## config.mk

```make
export PLATFORM = sky130hd
export DESIGN_NAME = rdout_acc
export DESIGN_NICKNAME = d
export VERILOG_FILES = /design/src/rtl/rdout_acc.sv
export SDC_FILE = /design/constraint.sdc
export NUM_CORES = 1
export LEC_CHECK = 0
export CAP_MARGIN = 30
export CORE_ASPECT_RATIO = 1.2
export CORE_MARGIN = 2
export CORE_UTILIZATION = 51
export CTS_BUF_LIST = sky130_fd_sc_hd__clkbuf_8
export CTS_CLUSTER_DIAMETER = 80
export DETAILED_ROUTE_END_ITERATION = 16
export GPL_TIMING_DRIVEN = 0
export PLACE_DENSITY_LB_ADDON = 0.05
export SYNTH_ARGS = -nofsm -noshare
export SYNTH_HDL_FRONTEND = slang
export SYNTH_SLANG_ARGS = --single-unit
```

## constraint.sdc

```tcl
create_clock -name clk -period 3.2 [get_ports clk]
set_input_delay 0.64 -clock clk [delete_from_list [all_inputs] [get_ports clk]]
set_output_delay 0.64 -clock clk [all_outputs]
set_load 0.01 [all_outputs]
```

## src/rtl/rdout_acc.sv

```systemverilog
// Readout accumulator: sums per-lane PE partial dot products over one frame
// and holds the result on a valid/ready port. Macro: RDOUT_ACC_SAT_EN.
module rdout_acc #(
  parameter int QW     = 32,
  parameter int OUTS   = 2,
  parameter int NCHUNK = 16,
  parameter int PE_LAT = 3,
  parameter int ACCW   = QW + $clog2(NCHUNK)
) (
  input  logic             clk,
  input  logic             rst,
  input  logic             in_valid,
  output logic             in_ready,
  input  logic [QW*OUTS-1:0] q_in,
  output logic [QW*OUTS-1:0] y,
  output logic             y_valid,
  input  logic             y_ready,
  output logic             busy
);

  localparam int CW = $clog2(NCHUNK + 1);

  typedef enum logic [1:0] {
    IDLE,
    ACC,
    HOLD
  } state_t;

  state_t state, state_nxt;

  logic [CW-1:0]     issue_cnt;
  logic [CW-1:0]     acc_cnt;
  logic [PE_LAT-1:0] tok_sr;
  logic              tok;
  logic              issue;
  logic              take;
  logic              last;
  logic              hs;

  logic [ACCW-1:0]    acc     [OUTS];
  logic [ACCW-1:0]    acc_nxt [OUTS];
  logic [QW*OUTS-1:0] y_nxt;

  assign in_ready = issue_cnt < CW'(NCHUNK);
  assign issue    = in_valid && in_ready;
  assign tok      = tok_sr[PE_LAT-1];
  assign take     = tok && (state == ACC);
  assign last     = take && (acc_cnt == CW'(NCHUNK - 1));
  assign y_valid  = (state == HOLD);
  assign hs       = y_valid && y_ready;
  assign busy     = (state != IDLE);

  always_ff @(posedge clk) begin
    if (rst) begin
      state <= IDLE;
    end else begin
      state <= state_nxt;
    end
  end

  always_comb begin
    state_nxt = state;
    unique case (state)
      IDLE: if (issue) state_nxt = ACC;
      ACC:  if (last)  state_nxt = HOLD;
      HOLD: if (hs)    state_nxt = IDLE;
      default:         state_nxt = IDLE;
    endcase
  end

  // lanes are summed independently; sign extension keeps them carry-free
  always_comb begin
    for (int k = 0; k < OUTS; k++) begin
      acc_nxt[k] = acc[k] + {{(ACCW-QW){q_in[k*QW+QW-1]}},
                             q_in[k*QW +: QW]};
    end
  end

  always_comb begin
    y_nxt = '0;
    for (int k = 0; k < OUTS; k++) begin
`ifdef RDOUT_ACC_SAT_EN
      if (&acc_nxt[k][ACCW-1:QW-1] ||
          ~|acc_nxt[k][ACCW-1:QW-1]) begin
        y_nxt[k*QW +: QW] = acc_nxt[k][QW-1:0];
      end else if (acc_nxt[k][ACCW-1]) begin
        y_nxt[k*QW +: QW] = {1'b1, {(QW-1){1'b0}}};
      end else begin
        y_nxt[k*QW +: QW] = {1'b0, {(QW-1){1'b1}}};
      end
`else
      y_nxt[k*QW +: QW] = acc_nxt[k][QW-1:0];
`endif
    end
  end

  always_ff @(posedge clk) begin
    if (rst) begin
      issue_cnt <= '0;
      acc_cnt   <= '0;
      tok_sr    <= '0;
      y         <= '0;
      for (int k = 0; k < OUTS; k++) begin
        acc[k] <= '0;
      end
    end else begin
      tok_sr <= (tok_sr << 1) | PE_LAT'(issue);
      if (hs) begin
        issue_cnt <= '0;
        acc_cnt   <= '0;
        for (int k = 0; k < OUTS; k++) begin
          acc[k] <= '0;
        end
      end else begin
        if (issue) begin
          issue_cnt <= issue_cnt + CW'(1);
        end
        if (take) begin
          acc_cnt <= acc_cnt + CW'(1);
          for (int k = 0; k < OUTS; k++) begin
            acc[k] <= acc_nxt[k];
          end
        end
        if (last) begin
          y <= y_nxt;
        end
      end
    end
  end

endmodule

```

; Yosys cells after proc, flatten, opt, wreduce, memory -nomap -nowiden
; Memory sizes are Yosys's and may differ from the RTL's.
; Index checks and enable logic that the tools add are counted.
[classes]
n_bitwise = 6
n_lt_le_gt_ge = 1
eq_ne = 6
muxes = 17
add_sub_neg = 4
n_reduce_logical = 9
[op_table]
columns = cell, count
row1 = 2-to-1 mux 36 bit, 4
row2 = adder 36 bit, 2
row3 = adder 5 x 1 -> 5 bit (second input constant), 2
row4 = 2-to-1 mux 1 bit, 9
row5 = 2-to-1 mux 2 bit, 3
row6 = one-hot mux 2 bit (3 select lines), 1
row7 = equality test 5 x 4 -> 1 bit (second input constant), 1
row8 = less-than comparator 5 bit (second input constant), 1
row9 = logical AND 1 bit, 4
row10 = inequality test 2 bit (second input constant), 2
row11 = OR 1 bit, 4
row12 = OR 3 x 1 -> 3 bit, 1
row13 = AND reduction 3 bit, 1
row14 = equality test 2 x 1 -> 1 bit (second input constant), 1
row15 = equality test 2 bit (second input constant), 1
row16 = logical NOT 2 bit, 1
row17 = inequality test 2 x 1 -> 1 bit (second input constant), 1
row18 = AND reduction 2 bit, 1
row19 = nonzero test 2 bit, 1
row20 = OR reduction 2 bit, 1
row21 = NOT 1 bit, 1
[word_totals]
mem_bits_rw = 72
regBits = 79
output_inout_bits = 67
n_memories = 1
in_bits = 68
[memory_table]
columns = name, depth, width, read_ports, rd_clocked_by_memory_dff, wr, line_no
row1 = acc, 2, 36, 2, 0, 2, 40  ; logic [ACCW-1:0] acc [OUTS];

; Depth between registers and ports, before layout
[logic_depth]
ltp_word = 7
mapped_depth = 10

; Worst setup path after synthesis
; OpenSTA, ideal clock, no wires.
[synth_path]
kind = in2reg
from = input q_in[0]
to = memory acc[0][30] (netlist name) (data pin)
setup_ns = 0.255
stages = 9
arrival_time_ns = 2.848
path_buffers = 0
path_slack_ns = 0.097
path_cell_list = ha_1 fa_1 a211oi_1 o211ai_1 a21boi_1 o2111ai_1 and3b_1 or3_1 and3_1
[synth_rtl]
columns = element, line_no
row1 = "start, declared", 14  ; input logic [QW*OUTS-1:0] q_in,
row2 = "end, declared", 40

==> out/summary.txt <==
outcome: completed
antenna violations before repair: 0
Final Max Slew Viols: 0
gpl congestion: 0.933
post-layout instance area: 10900 um2
P_leak: 4.20 nW
largest area contributor in the netlist: edfxtp_1
fin nets: 1289
CP required: 3420 ps
number of global-route vias before repair: 7663
number of diodes: 0
Tmin final: 3100 ps
CTS tree: done
cell depth of the worst hold path: 1
most frequent cells in the layout: clkdlybuf4s50_1, nor2_1, a21oi_1, nand2_1, dfxtp_1
Clock transition at path regs: 80 ps
DRT Wirelength: 25400 um
Worst setup EP type: register
top post-synthesis cells by area: edfxtp_1, dfxtp_1, ha_1, nor2_1, a21oi_1
die width: 123 um
final hold vios: 0
RSZ-0062 raised after global routing: yes
wire per inst: 18.4 um
Mapped Area: 8730 um2
# fillers: 1475
Net Sw Power: 1.29 mW
Synth Instances: 992
Sink Count: 143
Worst-Skew Late Latency: 470 ps
DRC violations left: 0
number of flops mapped to enable cells by yosys: 64
Cells after DPL: 1343
vias per cell: 5.81
vias: 8039
Final Non-Filler Cells: 1383
die area: 18200 um2
kind of critical path: primary input to register
startpoint types: primary input
register share of total power: 44.9%
MaxCap Viol Count: 0
Placeable Area: 16900 um2
crit-path max FO: 3
total congestion overflow: 0
Post-synth top flop: dfxtp_1
largest net degree at the start of global routing: 48
Async SR Flop Fraction: 0%
CTS root buffer: clkbuf_8
port bufs: 133
hold_ws: 454 ps
worst r2r path cells: 9
DP Area: 10400 um2
post-synth top area share: 22.0%
Initial Utilization: 51.8%
Netlist cell types: 75
leading cell type in the layout, fill and taps excluded: clkdlybuf4s50_1
final worst-path cycle share: 96.8%
Tightest Pin Transition: 772 ps
first-pass GRT wire length: 39400 um
#FFs+latches synth: 143
# rows: 52
layout cell share with drive strength beyond 1: 7.11%
# setup viols final: 0
DRT iter0 DRCs: 473
Hold Crit Class: register to register
f_max: 323 MHz
Switching Share: 29.6%
Antenna Nets Post-Route: 0
I/O pin count: 135
Pint: 3.07 mW
Power Dens Cells: 398 nW/um2
Max VDD drop: 0.267 mV
Gate power share: 20.2%
final design utilization: 65.0%
Synth Area per Inst: 8.80 um2
area delta synth->final: 25.4%
Warnings, synthesis: 0
slew margin rel.: 48.5%
clock skew: 14.1 ps
GR Util All Layers: 28.3%
CP arrival: 3320 ps
post-synthesis sequential area ratio: 40.1%
Pre-Repair DR Iteration Count: 5
HPWL Detailed: 19200 um
Num CTS Buffers: 17
H-tree depth: 4
Die Span Y: 147 um
Clock power frac: 34.9%
synthesized net count: 1127
Pwr Total: 4.36 mW
Clock Tree Buf Depth: 2
[final cells by class]
cell class | count | area, um2 | share of cell area [%]
clock inverter | 15 | 170 | 1.55
tap | 216 | 270 | 2.47
timing repair buffer | 143 | 1430 | 13.0
buffer | 49 | 189 | 1.73
sequential | 143 | 3500 | 32.0
inverter | 18 | 67.6 | 0.617
clock buffer | 17 | 234 | 2.14
multi-input combinational | 782 | 5090 | 46.5
[routing by layer]
metal | GRT usage, % | part of all wire (%) | vias to the layer above
met2 | 48.2 | 50 | 224
met1 | 35.9 | 43 | 3807
met4 | 10.7 | 2.9 | 0
met5 | 0 | 0 | -
met3 | 4.19 | 4.3 | 52
li1 | - | - | 3956
[flip-flops by register name, indices dropped and copies added, names as in the netlist]
signal     flops
acc_cnt        5
acc           64
state          2
y             64
issue_cnt      5
tok_sr         3
[per-stage QoR]
stage                     setup slack, ps  setup TNS [ps]
after detailed placement             -831          -32600
after global routing                -32.6           -32.6
after CTS                            5.87               0
final                                 103               0
after global placement               -827          -54730
after floorplan                      96.8               0
[cell usage after synthesis, types with 22 or more instances]
master and instances:
o21ai_0 52, clkbuf_1 41, ha_1 65, a21o_1 26, xnor2_1 28, nand2_1 88
edfxtp_1 64, a21oi_1 94, and2_1 26, dfxtp_1 79, nand3_1 47, xor2_1 31
nor3_1 22, nor2_1 129
[final timing paths]
kind	startpoint	to	slack, ps
min reg2reg	tok_sr[0]	tok_sr[1]	450
min	tok_sr[0]	tok_sr[1]	450
max reg2reg	acc[0][6]	acc[0][21]	320
max	q_in[32]	acc[0][58]	100
[worst max-delay path, cell delays in order]
cell             delay (ps)
clkdlybuf4s50_1         440
ha_2                    220
fa_2                    390
a211oi_2                220
o21bai_2                120
a311oi_2                380
o31ai_2                 170
a41oi_2                 330
buf_4                   170
xnor2_1                  60
and2_1                  160
[cells by family (layout without fill, tap and decap cells)]
group                      count (synthesis)  in the layout  synth area share [%]
and+or+nand+nor                          384            384                  20.7
AOI/OAI and AO/OA                        269            269                  20.2
DFF                                      143            143                  40.1
adders and majority gates                 67             67                  9.77
buffers and inverters                     67            242                  2.94
xor gates and xnor gates                  59             59                  5.92
muxes                                      3              3                 0.344
[timing repair]
| item | 4_1_cts | 5_1_grt |
|---|---|---|
| gates resized for setup | 13 | 18 |
| hold buffers | 0 | 0 |
| endpoints found under the setup margin | 24 | 30 |
| buffers inserted | 2 | 6 |
| pin swaps | 6 | 12 |
[power by group through the flow]
stage	clock network [mW]	logic [mW]	registers, mW
2_1_floorplan	0	0.567	2.00
3_3_place_gp	0	0.822	2.00
3_5_place_dp	0	0.829	2.00
6_report	1.52	0.881	1.96
5_1_grt	1.61	0.969	1.96
4_1_cts	1.54	0.850	1.96
(Power assumes the default switching activity.)
